==> config.mk <==
export PLATFORM = sky130hd
export DESIGN_NAME = simplenet_weight_loader
export DESIGN_NICKNAME = d
export VERILOG_FILES = /design/src/rtl/simplenet_weight_loader.sv
export SDC_FILE = /design/constraint.sdc
export NUM_CORES = 1
export LEC_CHECK = 0
export CAP_MARGIN = 20
export CORE_MARGIN = 2
export CORE_UTILIZATION = 48
export CTS_CLUSTER_SIZE = 16
export DETAILED_ROUTE_END_ITERATION = 6
export HOLD_SLACK_MARGIN = 0.05
export MAX_ROUTING_LAYER = met4
export PLACE_DENSITY = 0.75
export SKIP_LAST_GASP = 1
export SLEW_MARGIN = 10
export SYNTH_ARGS = -nofsm -noshare
export SYNTH_HDL_FRONTEND = slang
export SYNTH_SLANG_ARGS = --single-unit
==> constraint.sdc <==
create_clock -name clk -period 2.2 [get_ports clk]
set_clock_uncertainty 0.1 [all_clocks]
set_input_delay 0.22 -clock clk [delete_from_list [all_inputs] [get_ports clk]]
set_output_delay 0.22 -clock clk [all_outputs]
set_load 0.01 [all_outputs]
==> src/rtl/simplenet_weight_loader.sv <==
// simpleNet weight loader: streams nine signed weights into a shadow bank
// and swaps the whole set into the active registers in one cycle.
module simplenet_weight_loader #(
    parameter int                     W_WIDTH = 4,
    parameter logic [9*W_WIDTH-1:0]   INIT_W  = 36'h1E2322122
) (
    input  logic                       clk,
    input  logic                       rst,
    input  logic                       in_valid,
    output logic                       in_ready,
    input  logic [W_WIDTH-1:0]         in_data,
    input  logic                       in_last,
    output logic signed [W_WIDTH-1:0]  w0,
    output logic signed [W_WIDTH-1:0]  w1,
    output logic signed [W_WIDTH-1:0]  w2,
    output logic signed [W_WIDTH-1:0]  w3,
    output logic signed [W_WIDTH-1:0]  w4,
    output logic signed [W_WIDTH-1:0]  w5,
    output logic signed [W_WIDTH-1:0]  w6,
    output logic signed [W_WIDTH-1:0]  w7,
    output logic signed [W_WIDTH-1:0]  w8,
    output logic                       load_done,
    output logic                       load_err,
    output logic                       busy
);

    typedef enum logic [1:0] {
        IDLE   = 2'd0,
        LOAD   = 2'd1,
        COMMIT = 2'd2,
        DRAIN  = 2'd3
    } state_t;

    state_t               state_q;
    logic [3:0]           idx_q;
    logic [W_WIDTH-1:0]   shadow_q [9];
    logic [W_WIDTH-1:0]   act_q    [9];
    logic                 done_q;
    logic                 err_q;
    logic                 accept;

    // Ready is held low while reset is asserted, even though the state is IDLE.
    assign in_ready  = !rst && (state_q != COMMIT);
    assign accept    = in_valid && in_ready;
    assign busy      = (state_q != IDLE);
    assign load_done = done_q;
    assign load_err  = err_q;

    assign w0 = act_q[0];
    assign w1 = act_q[1];
    assign w2 = act_q[2];
    assign w3 = act_q[3];
    assign w4 = act_q[4];
    assign w5 = act_q[5];
    assign w6 = act_q[6];
    assign w7 = act_q[7];
    assign w8 = act_q[8];

    always_ff @(posedge clk or posedge rst) begin
        if (rst) begin
            state_q <= IDLE;
            idx_q   <= '0;
            done_q  <= 1'b0;
            err_q   <= 1'b0;
            for (int i = 0; i < 9; i++) begin
                shadow_q[i] <= INIT_W[i*W_WIDTH +: W_WIDTH];
                act_q[i]    <= INIT_W[i*W_WIDTH +: W_WIDTH];
            end
        end else begin
            done_q <= 1'b0;
            err_q  <= 1'b0;
            unique case (state_q)
                IDLE: begin
                    if (accept) begin
                        if (in_last) begin
                            err_q <= 1'b1;
                        end else begin
                            shadow_q[0] <= in_data;
                            idx_q       <= 4'd1;
                            state_q     <= LOAD;
                        end
                    end
                end
                LOAD: begin
                    if (accept) begin
                        shadow_q[idx_q] <= in_data;
                        if (in_last) begin
                            if (idx_q == 4'd8) begin
                                state_q <= COMMIT;
                            end else begin
                                err_q   <= 1'b1;
                                idx_q   <= '0;
                                state_q <= IDLE;
                            end
                        end else if (idx_q == 4'd8) begin
                            state_q <= DRAIN;
                        end else begin
                            idx_q <= idx_q + 4'd1;
                        end
                    end
                end
                COMMIT: begin
                    act_q   <= shadow_q;
                    done_q  <= 1'b1;
                    idx_q   <= '0;
                    state_q <= IDLE;
                end
                DRAIN: begin
                    // Overlong frame: swallow beats until the frame closes.
                    if (accept && in_last) begin
                        err_q   <= 1'b1;
                        idx_q   <= '0;
                        state_q <= IDLE;
                    end
                end
                default: state_q <= IDLE;
            endcase
        end
    end

endmodule

==> Flow_metrics.wiki <==
{| class="wikitable"
! Metric !! Value
|-
| Post-detailed-route via-to-cell ratio || 5.36
|-
| Floorplan row count || 29
|-
| Area growth from synthesis to layout || 24.9%
|-
| Vias in the first global route || 1,978
|-
| Clock period minus final worst setup slack || 1.97 ns
|-
| Seq/Total Area, Yosys || 0.634
|-
| Post-DR wirelength/cell || 16.5 µm
|-
| Top fanout value on the critical path || 4
|-
| GRT Resource Usage Total || 0.182
|-
| Cell area after technology mapping || 3210 µm²
|-
| Total number of clock tree sinks || 80
|-
| HPWL reported at the end of detailed placement || 4010 µm
|-
| Clock slew at reported path FFs || 0.08 ns
|-
| Largest net degree at the start of global routing || 46
|-
| CP Launch Type || flip-flop
|-
| Total wire length after detailed routing || 5750 µm
|-
| Antenna violations before repair || 0
|-
| Ys Warns || 0
|-
| Number of buffers inserted during clock tree synthesis || 9
|-
| Unrepaired setup endpoints after global routing || false
|-
| Crit end category || flip-flop
|-
| Buffer cell driving the clock tree root || sky130_fd_sc_hd__clkbuf_8
|-
| Hold buffer count at cts || 0
|-
| Count of final setup violators || 0
|-
| Commonest non-fill, non-tap cells in the layout || sky130_fd_sc_hd__mux2_2 (72), sky130_fd_sc_hd__dfrtp_1 (56), sky130_fd_sc_hd__clkdlybuf4s50_1 (47)
|-
| Fraction of final layout cells with drive strength greater than 1 || 0.445
|-
| Cells resized by post-CTS repair || 0
|-
| Diodes inserted || 0
|-
| Crit path kind || flip-flop to flip-flop
|-
| Via total after detailed routing || 1,869
|-
| Final sum of negative setup slack || 0 ns
|-
| Number of synthesized register bits || 80
|-
| Clk buf depth || 2
|-
| Count of max-cap constraint violations || 0
|-
| Peak Freq || 509 MHz
|-
| Io pins || 48
|-
| Run status || finished, violations left
|-
| Data required time of the critical path || 2.33 ns
|-
| Pre-Repair DR Iteration Count || 7
|-
| Headroom to the max-slew limit || 0.674
|-
| Gr ovfl total || 0
|-
| Final hold violations || 0
|-
| Syn_nets || 220
|-
| Floorplan core area || 6420 µm²
|-
| Die width || 85.7 µm
|-
| Max Slew Vio Count || 0
|-
| H-tree levels || 3
|-
| Post-route ant nets || 0
|-
| Overall die height || 85.7 µm
|-
| Number of DRC violations after detailed routing || 3
|-
| Area enclosed by the die boundary || 7350 µm²
|-
| Leading cell type in the layout, fill and taps excluded || sky130_fd_sc_hd__mux2_2
|-
| Static Leakage || 1.80 nW
|-
| Number of I/O port buffers || 47
|-
| Final cycle utilization of the critical path || 0.893
|-
| Transition time of the tightest slew-check pin || 0.488 ns
|-
| Initial Utilization || 0.499
|-
| Violations in the final reports || DRC
|-
| Classification of the worst-slack hold path || input port to async pin
|-
| Number of setup buffers added after CTS || 0
|-
| # nets final || 279
|-
| Distinct cells, synth || 29
|-
| Iter 0 DRT Violations || 60
|-
| Global-route wire length before repair || 9890 µm
|-
| Mean post-synth cell area || 15.4 µm²
|-
| Fin Hold WS || 0.350 ns
|-
| Crit path DAT || 2.09 ns
|-
| Clock tree from TritonCTS || built
|-
| Clock network latency to the later pin of the worst-skew pair || 0.34 ns
|-
| Maximum resistive drop on vdd || 515 µV
|-
| Routability congestion estimate from global placement || 0.843
|-
| Post-Syn Instances || 208
|-
| Power density over the cells || 1040 nW/µm²
|}
==> logic make-up after synthesis <==
logic type,Yosys count,synth area share
fa+ha+maj,4,0.0156
flops,80,0.634
compound gates,8,0.0176
buf+inv,8,0.0109
simple gates,34,0.0628
mux,74,0.259
==> layer usage <==
metal	wire, µm	global-route usage	share of wire	vias up
met5	0	-	0	-
met4	121	0.0909	0.021	0
met3	112	0.0318	0.019	10
met2	2740	0.260	0.48	31
met1	2770	0.253	0.48	975
li1	-	-	-	853
==> area by class of cell <==
class                      instances  area [µm²]
clock inverter                     2        12.5
sequential                        80        2030
timing repair buffer              53         528
inverter                           3        15.0
fill                             508        2420
multi-input combinational        120        1150
clock buffer                      14         173
tap                               77        96.3
==> cells in the mapped netlist (all sizes together) <==
| library cell | number | area share |
|---|---|---|
| a21oi | 1 | 0.0016 |
| o2bb2ai | 1 | 0.0027 |
| o21a | 1 | 0.0023 |
| dfstp | 24 | 0.20 |
| nor2b | 4 | 0.0078 |
| nand3 | 1 | 0.0016 |
| buf | 4 | 0.0062 |
| nor3 | 2 | 0.0031 |
| ha | 4 | 0.016 |
| o21ai | 3 | 0.0047 |
| nand3b | 1 | 0.0023 |
| nor2 | 4 | 0.0047 |
| mux2i | 1 | 0.0031 |
| a221o | 1 | 0.0031 |
| nor4b | 2 | 0.010 |
| and3b | 1 | 0.0027 |
| and3 | 2 | 0.0039 |
| or2 | 1 | 0.0020 |
| nand2 | 11 | 0.013 |
| nor4 | 1 | 0.0039 |
| clkbuf | 1 | 0.0012 |
| nand2b | 4 | 0.0078 |
| inv | 3 | 0.0035 |
| mux2 | 73 | 0.26 |
| dfrtp | 56 | 0.44 |
| a311o | 1 | 0.0031 |
==> state kept, by name (all words and copies together), names as in the netlist <==
name	count
shadow_q	36
idx_q	4
w0	4
w1	4
w2	4
w3	4
w4	4
w5	4
w6	4
w7	4
w8	4
state_q	2
load_done	1
load_err	1
==> critical path: stages, from the launching register on <==
cell and delay, ns:
sky130_fd_sc_hd__dfrtp_1 0.39, sky130_fd_sc_hd__inv_1 0.09, sky130_fd_sc_hd__ha_1 0.21, sky130_fd_sc_hd__nor2b_1 0.15
sky130_fd_sc_hd__and3b_1 0.16, sky130_fd_sc_hd__o21ai_1 0.36, sky130_fd_sc_hd__mux2_2 0.39
==> path summary, 6_finish.rpt <==
check,from,endpoint,slack [ns],cells past startpoint
setup / recovery,idx_q[1],shadow_q[35],0.23,6
hold / removal,rst,load_err,0.35,4
setup reg to reg,idx_q[1],shadow_q[35],0.23,6
hold reg to reg,w1[0],w1[0],0.41,1
max in group asynchronous,rst,shadow_q[17],1.22,4
min in group clk,w1[0],w1[0],0.41,1
==> power by group <==
group	internal (mW)	total, mW	switching [mW]
clock	0.502	0.997	0.495
combinational	0.635	1.04	0.402
sequential	1.91	2.14	0.225
==> stage by stage <==
stage | power, mW | cell area, µm² | setup WS (ns) | cells | utilization
CTS | 4.23 | 4000 | 0.220 | 349 | 0.623
floorplan | 2.74 | 3210 | 0.439 | 208 | -
finish | 4.17 | 4000 | 0.234 | 349 | 0.623
global route | 4.42 | 4000 | 0.133 | 349 | 0.623
detailed placement | 3.22 | 3820 | 0.130 | 333 | 0.595
global placement | 3.19 | 3820 | 0.141 | 333 | 0.595
No activity file was read; power rests on OpenSTA's default activity.
